**src/rtl/lsu_ctrl.sv**
```systemverilog
// Load/store unit controller: accepts one request at a time, issues a single
// aligned 64-bit memory access, and returns aligned/extended load data.
module lsu_ctrl #(
    parameter int TIMEOUT = 16
) (
    input  logic        clk,
    input  logic        rst_n,
    input  logic        req_valid,
    input  logic        req_we,
    input  logic [1:0]  req_size,
    input  logic        req_unsigned,
    input  logic [63:0] req_addr,
    input  logic [63:0] req_wdata,
    input  logic [4:0]  req_rd,
    output logic        req_ready,
    output logic        mem_valid,
    output logic        mem_rw,
    output logic [63:0] mem_addr,
    output logic [63:0] mem_wdata,
    output logic [7:0]  mem_be,
    input  logic        mem_stall,
    input  logic [63:0] mem_data,
    output logic        resp_valid,
    output logic [63:0] resp_data,
    output logic [4:0]  resp_rd,
    output logic        resp_err,
    output logic        pipe_stall
);

    localparam logic [1:0] IDLE  = 2'd0;
    localparam logic [1:0] ISSUE = 2'd1;
    localparam logic [1:0] WAIT  = 2'd2;
    localparam logic [1:0] RESP  = 2'd3;
    localparam int CW = (TIMEOUT < 2) ? 1 : $clog2(TIMEOUT);

    logic [1:0]    state_reg, state_next;
    logic [CW-1:0] cnt_reg, cnt_next;
    logic          we_reg, uns_reg, err_reg;
    logic [1:0]    size_reg;
    logic [63:0]   addr_reg, wdata_reg, data_reg;
    logic [4:0]    rd_reg;

    logic          misaligned;
    logic          accept;
    logic          wait_done;
    logic          wait_timeout;
    logic [5:0]    shamt;
    logic [63:0]   size_mask;
    logic [7:0]    be_base;
    logic [63:0]   shifted;
    logic          sign_bit;
    logic [63:0]   load_data;

    assign accept = (state_reg == IDLE) && req_valid;
    assign wait_done = (state_reg == WAIT) && !mem_stall;
    assign wait_timeout = (state_reg == WAIT) && mem_stall && (cnt_reg == CW'(TIMEOUT - 1));

    always_comb begin
        misaligned = 1'b0;
        case (req_size)
            2'b01:   misaligned = req_addr[0];
            2'b10:   misaligned = |req_addr[1:0];
            2'b11:   misaligned = |req_addr[2:0];
            default: misaligned = 1'b0;
        endcase
    end

    // Lane geometry derives from the latched request, so it stays stable through WAIT.
    assign shamt = {addr_reg[2:0], 3'b000};

    always_comb begin
        size_mask = 64'hFFFF_FFFF_FFFF_FFFF;
        be_base   = 8'hFF;
        case (size_reg)
            2'b00:   begin size_mask = 64'h0000_0000_0000_00FF; be_base = 8'h01; end
            2'b01:   begin size_mask = 64'h0000_0000_0000_FFFF; be_base = 8'h03; end
            2'b10:   begin size_mask = 64'h0000_0000_FFFF_FFFF; be_base = 8'h0F; end
            default: begin size_mask = 64'hFFFF_FFFF_FFFF_FFFF; be_base = 8'hFF; end
        endcase
    end

    assign shifted = mem_data >> shamt;

    always_comb begin
        sign_bit = 1'b0;
        case (size_reg)
            2'b00:   sign_bit = shifted[7];
            2'b01:   sign_bit = shifted[15];
            2'b10:   sign_bit = shifted[31];
            default: sign_bit = 1'b0;
        endcase
    end

    assign load_data = (shifted & size_mask) | ((sign_bit && !uns_reg) ? ~size_mask : 64'd0);

    always_comb begin
        state_next = state_reg;
        cnt_next   = cnt_reg;
        case (state_reg)
            IDLE:  if (req_valid) state_next = misaligned ? RESP : ISSUE;
            ISSUE: begin
                state_next = WAIT;
                cnt_next   = '0;
            end
            WAIT: begin
                if (wait_done || wait_timeout) state_next = RESP;
                else                           cnt_next   = cnt_reg + 1'b1;
            end
            default: state_next = IDLE;
        endcase
    end

    always_ff @(posedge clk or negedge rst_n) begin
        if (!rst_n) begin
            state_reg <= IDLE;
            cnt_reg   <= '0;
            we_reg    <= 1'b0;
            uns_reg   <= 1'b0;
            err_reg   <= 1'b0;
            size_reg  <= 2'b00;
            addr_reg  <= 64'd0;
            wdata_reg <= 64'd0;
            data_reg  <= 64'd0;
            rd_reg    <= 5'd0;
        end else begin
            state_reg <= state_next;
            cnt_reg   <= cnt_next;
            if (accept) begin
                we_reg    <= req_we;
                uns_reg   <= req_unsigned;
                size_reg  <= req_size;
                addr_reg  <= req_addr;
                wdata_reg <= req_wdata;
                rd_reg    <= req_rd;
                err_reg   <= misaligned;
                data_reg  <= 64'd0;
            end else if (wait_done) begin
                data_reg <= we_reg ? 64'd0 : load_data;
            end else if (wait_timeout) begin
                err_reg  <= 1'b1;
                data_reg <= 64'd0;
            end
        end
    end

    // All outputs decode from state so the asynchronous reset clears them immediately.
    assign req_ready  = (state_reg == IDLE);
    assign mem_valid  = (state_reg == ISSUE) || (state_reg == WAIT);
    assign mem_rw     = mem_valid && we_reg;
    assign mem_addr   = mem_valid ? {addr_reg[63:3], 3'b000} : 64'd0;
    assign mem_wdata  = (mem_valid && we_reg) ? ((wdata_reg & size_mask) << shamt) : 64'd0;
    assign mem_be     = (mem_valid && we_reg) ? (be_base << addr_reg[2:0]) : 8'h00;
    assign resp_valid = (state_reg == RESP);
    assign resp_data  = resp_valid ? data_reg : 64'd0;
    assign resp_rd    = (resp_valid && !we_reg) ? rd_reg : 5'd0;
    assign resp_err   = resp_valid && err_reg;
    assign pipe_stall = (req_valid && !req_ready) || mem_valid;

endmodule

```
**config.mk**
```make
export PLATFORM = sky130hd
export DESIGN_NAME = lsu_ctrl
export DESIGN_NICKNAME = d
export VERILOG_FILES = /design/src/rtl/lsu_ctrl.sv
export SDC_FILE = /design/constraint.sdc
export NUM_CORES = 1
export LEC_CHECK = 0
export ABC_AREA = 1
export BUFFER_PORTS_ARGS = -buffer_cell sky130_fd_sc_hd__buf_2
export CAP_MARGIN = 30
export CELL_PAD_IN_SITES_DETAIL_PLACEMENT = 0
export CELL_PAD_IN_SITES_GLOBAL_PLACEMENT = 1
export CORE_UTILIZATION = 38
export DETAILED_ROUTE_END_ITERATION = 8
export GPL_TIMING_DRIVEN = 0
export HOLD_SLACK_MARGIN = 0.03
export PLACE_DENSITY = 0.95
export SLEW_MARGIN = 10
export SYNTH_ARGS = -nofsm -noshare
export SYNTH_HDL_FRONTEND = slang
export SYNTH_SLANG_ARGS = --single-unit
```
**constraint.sdc**
```tcl
create_clock -name clk -period 2.8 [get_ports clk]
set_input_delay 0.28 -clock clk [delete_from_list [all_inputs] [get_ports clk]]
set_output_delay 0.28 -clock clk [all_outputs]
set_load 0.01 [all_outputs]
```
Word level (Yosys, flattened, before mapping)
Cells that the tools add are included.

Flip-flop bits (word level): 208. Output and inout port bits: 211. Bits of input ports: 205. Logic and storage cells: 80.

Bitwise gates (word level): 4. Reduce and logical (&&, ||, !) cells: 26. Mux-type cells: 23. $add $sub $neg: 1. Shift-type cells: 3. Equal/unequal tests: 13.

Operator list (count): 64-bit two-way mux (8); 64-bit case mux with 3 select lines (1); 64-bit bitwise AND (2); 64-bit NOT (1); 64-bit OR (1); 64-bit by 6-bit << shifter with 64-bit output (1); 64-bit by 6-bit >> shifter with 64-bit output (1); 8-bit case mux with 3 select lines (1); 2-bit equality test, second input constant (5); 1-bit logical AND (9); 8-bit two-way mux (1); 4-bit case mux with 2 select lines (1); 8-bit by 3-bit << shifter with 8-bit output (1); 2-bit by 1-bit equality test with 1-bit output, second input constant (3); 2-bit two-way mux (3); 2-bit inequality test, second input constant (3); 1-bit case mux with 3 select lines (2); 2-bit case mux with 3 select lines (1); 2-bit AND reduction (3); 5-bit two-way mux (1); 4-bit by 1-bit adder with 4-bit output, second input constant (1); 4-bit equality test, second input constant (1); 1-bit logical NOT (4); 2-bit logical NOT (2); 8 further kinds (13).

Depth between registers and ports, before layout
Word-level depth: 8. Mapped depth: 13. Gate-level depth less buffers: 11.

Worst setup path after synthesis
OpenSTA, ideal clock, no wires.

Kind: register -> output. Start point: reg state_reg[0]. End point: out mem_wdata[0]. Path slack: 0.492 ns. Arrival time: 2.028 ns. Path buffers: 1. Stages on the path, launching flop included: 10. Data required time: 2.520 ns. Path through: dfrtp_1 > inv_1 > ha_1 > buf_2 > nand2_1 > nor2_1 > inv_2 > nor2_1 > inv_2 > nor2_1.

Cells in the longest elaborated chain, start to end: 4. Elaborated cells on any way between the ends: 5. Classes of those cells: 2 x eq/ne; 1 x mux; 2 x reduce/logical.

RTL lines: start, declared (RTL line 36) `logic [1:0] state_reg, state_next;`; start signal, assigned (RTL line 126) `state_reg <= state_next;`; 2-bit by 1-bit equality test with 1-bit output or 2-bit equality test (tied branches) (RTL line 148) `assign mem_valid = (state_reg == ISSUE) || (state_reg == WAIT);`; 1-bit logical OR (*) (RTL line 148); named net mem_valid (RTL line 16) `output logic mem_valid,`; 1-bit logical AND (*) (RTL line 151) `assign mem_wdata = (mem_valid && we_reg) ? ((wdata_reg & size_mask) << shamt) : 64'd0;`; 64-bit two-way mux (*) (RTL line 151); end, declared (RTL line 19) `output logic [63:0] mem_wdata,`.

Mark *: on every way through the listed nets, which the timed path passes. The rest lies on a longest branch.

Final worst setup path
Start point: reg addr_reg[1]. End point: out mem_wdata[47].

Cells in the longest elaborated chain, start to end: 2.

RTL lines: start, declared (RTL line 40) `logic [63:0] addr_reg, wdata_reg, data_reg;`; start signal, assigned (RTL line 132) `addr_reg <= req_addr;`; 64-bit by 6-bit << shifter with 64-bit output (RTL line 151); 64-bit two-way mux (RTL line 151).

Every way passes these cells.

==> summary.json <==
{
  "outcome": {
    "outcome": "finished, final reports clean"
  },
  "timing": {
    "hold_viol": 0,
    "timing.final.crit_share": 0.984,
    "worst-slew-pin-transition_ns": 0.782,
    "finalMaxSlewViolations": 0,
    "final.min_clock_period_ns": 2.75,
    "setup_viol": 0,
    "final.setup.worst_slack_ns": 0.0459,
    "fmax_mhz": 363,
    "fin_setup_tns_ns": 0,
    "clock-skew-final_ns": 0.00655,
    "timing.slew.headroom": 0.478
  },
  "cts": {
    "cts-root-to-sink-buffers": 3,
    "cts.htree.levels": 1,
    "cts_num_sinks": 208,
    "clkTransAtPathRegs_ns": 0.06,
    "root_buffer": "sky130_fd_sc_hd__clkbuf_16",
    "clk-insertion-delay-late_ns": 0.55,
    "cts_tree": "done",
    "number_of_buffers_inserted_during_clock_tree_synthesis": 24
  },
  "yosys": {
    "post_synth_num_cell_types": 30,
    "netlist_top_cells_area": "sky130_fd_sc_hd__dfrtp_1, sky130_fd_sc_hd__nand2_1, sky130_fd_sc_hd__o21ai_0",
    "yosys-mux-area-fraction": 0.00231,
    "synth_simple_gate_area_share": 0.335,
    "netlist.area_leader.share": 0.401,
    "synth_adder_area_share": 0.00482,
    "synth_cells": 2059,
    "main_combinational_cell_family_by_area_after_synthesis": "simple AND/OR/NAND/NOR gates",
    "syn_avg_cell_area_sq_um": 6.31,
    "post_synth_xor_area_fraction": 0,
    "synthesis.area_sq_um": 13000,
    "ys_ff_latch": 208,
    "synth-warning-count": 0,
    "synth_sequential_area_ratio": 0.401,
    "synth-compound-area-share": 0.140,
    "most_area_hungry_cell_type_in_the_yosys_netlist": "sky130_fd_sc_hd__dfrtp_1"
  },
  "placed_design": {
    "postPlaceCellArea_sq_um": 15700,
    "globalplace.congestion": 1.03,
    "place_worst_setup_slack_ns": -0.492,
    "hpwlAfterDp_um": 46600,
    "place.port_buffers": 412
  },
  "power_and_ir_drop": {
    "seq_power_share": 0.244,
    "power.density_cell_area_nw_per_um2": 1180,
    "combinationalPowerShare": 0.600,
    "ir_drop_uv": 778,
    "swShare": 0.516,
    "p_switching_mw": 11.2,
    "cellInternalPower_mw": 10.5,
    "sum_of_internal_switching_and_leakage_power_mw": 21.6,
    "power.clock.fraction": 0.156,
    "power.static_leakage_nw": 11.0
  },
  "drt": {
    "avgViaCountPerCell": 5.23,
    "vias": 16300,
    "drt-total-wl_um": 62400,
    "initialDrtViolationCount": 1675,
    "wl_per_cell_um": 20.0,
    "remaining_drc_errors": 0,
    "firstDrtPassIters": 6,
    "drt.antenna.violating_nets": 0
  },
  "die": {
    "die_w_um": 187,
    "fp-row-count": 67,
    "pin_count": 416,
    "die_h_um": 187,
    "initial_core_utilization": 0.387,
    "die_area_sq_um": 34900,
    "design.core.area_sq_um": 33500
  },
  "setup_path": {
    "worst_setup_path_start_kind": "flip-flop",
    "cp_data_arrival_time_ns": 2.47,
    "critPathRequiredTime_ns": 2.52,
    "path_max_fanout": 10,
    "timing.critical_path.to_type": "primary output",
    "ff2ff_path_depth": 11,
    "crit_type": "reg -> out"
  },
  "layout": {
    "design_area_sq_um": 18400,
    "layout_common_cells": "sky130_fd_sc_hd__nand2_1, sky130_fd_sc_hd__buf_2, sky130_fd_sc_hd__inv_1, sky130_fd_sc_hd__dfrtp_1, sky130_fd_sc_hd__o21ai_0",
    "n_fill_cell": 3365,
    "final_common_cell": "sky130_fd_sc_hd__nand2_1",
    "growth_of_design_area_from_synthesis_to_finish_pct": 41.4,
    "layout.nets": 2852,
    "final_layout_size_suffix_gt1_frac": 0.222,
    "final_core_utilization": 0.548
  },
  "grt": {
    "grt_pass1_wl_um": 93200,
    "antenna_found_initial": 5,
    "grt_max_degree": 91,
    "groute.usage.overall": 0.352,
    "overflow": 0,
    "first_global_vias": 16000
  },
  "run": {
    "drv_cap": 0
  },
  "min_path": {
    "worst_hold_path.num_cells": 3,
    "hold_class": "in -> reg"
  }
}
[power by group through the flow]
stage | registers [mW] | logic (mW) | clock network, mW
3_5_place_dp | 5.24 | 11.6 | 0
6_report | 5.28 | 13.0 | 3.38
3_3_place_gp | 5.20 | 11.5 | 0
5_1_grt | 5.41 | 14.0 | 3.52
4_1_cts | 5.23 | 12.4 | 3.40
2_1_floorplan | 4.94 | 7.11 | 0
[through the flow]
step	hold slack [ns]	instances
after floorplan	-0.0156	2061
after global placement	0.463	2921
after detailed placement	0.221	2923
after CTS	0.0431	3101
after global routing	0.0563	3112
final	0.0543	3112
[metal layers]
metal  share of wire  wire length (um)  vias up  GRT usage
li1                -                 -     7509          -
met1            0.39             24200     7598      0.434
met2            0.47             29100      948      0.586
met3           0.085              5330      216     0.0542
met4           0.060              3770        0      0.202
met5               0                 0        -          0
[synth_stat cells (all sizes together)]
| cell type | instances |
|---|---|
| a211oi | 1 |
| a21oi | 75 |
| a22o | 1 |
| a22oi | 1 |
| a31oi | 13 |
| and2 | 1 |
| buf | 54 |
| clkbuf | 84 |
| conb | 1 |
| dfrtp | 208 |
| ha | 5 |
| inv | 247 |
| mux2i | 3 |
| nand2 | 920 |
| nand3 | 88 |
| nor2 | 101 |
| o2111ai | 1 |
| o211ai | 11 |
| o21a | 10 |
| o21ai | 202 |
| o22ai | 14 |
| o31ai | 8 |
| o32ai | 1 |
| or2 | 9 |
[cell families after synthesis]
family / Yosys count
other cells: 1
fa+ha+maj: 5
buf+inv: 385
simple gates: 1119
compound gates: 338
mux: 3
flops: 208
[final timing paths]
path                       slack (ns)                startpoint                        to
setup / recovery                 0.05   addr_reg[1]$_DFFE_PN0P_             mem_wdata[47]
min in group asynchronous        0.23                     rst_n  data_reg[16]$_DFFE_PN0P_
max in group asynchronous        1.72                     rst_n   addr_reg[7]$_DFFE_PN0P_
hold reg to reg                  0.48  addr_reg[45]$_DFFE_PN0P_  addr_reg[45]$_DFFE_PN0P_
setup reg to reg                 0.27  state_reg[0]$_DFFE_PN0P_   data_reg[5]$_DFFE_PN0P_
hold / removal                   0.05               req_addr[1]   addr_reg[1]$_DFFE_PN0P_
[final cells by class]
class | count | area (sq um) | share of cell area
Multi-Input combinational cell | 1468 | 6450 | 0.352
Sequential cell | 208 | 5210 | 0.284
Timing Repair Buffer | 559 | 3550 | 0.194
Inverter | 247 | 940 | 0.0512
Buffer | 134 | 800 | 0.0435
Clock buffer | 36 | 706 | 0.0384
Tap cell | 448 | 561 | 0.0305
Clock inverter | 7 | 124 | 0.00675
Antenna cell | 5 | 12.5 | 0.000682
[critical path, stage by stage (launching register included)]
cell and delay, ns:
sky130_fd_sc_hd__dfrtp_1 0.39, sky130_fd_sc_hd__inv_2 0.19, sky130_fd_sc_hd__buf_2 0.31, sky130_fd_sc_hd__clkbuf_2 0.31, sky130_fd_sc_hd__nand2_1 0.15, sky130_fd_sc_hd__a211oi_2 0.38
sky130_fd_sc_hd__buf_2 0.20
[what timing repair did]
action,4_1_cts,5_1_grt
gates resized for setup,138,42
endpoints found under the setup margin,225,101
endpoints found under the hold margin,181,0
hold buffers,135,0
buffers inserted,4,6
pin swaps,6,4
(Power assumes the default switching activity.)
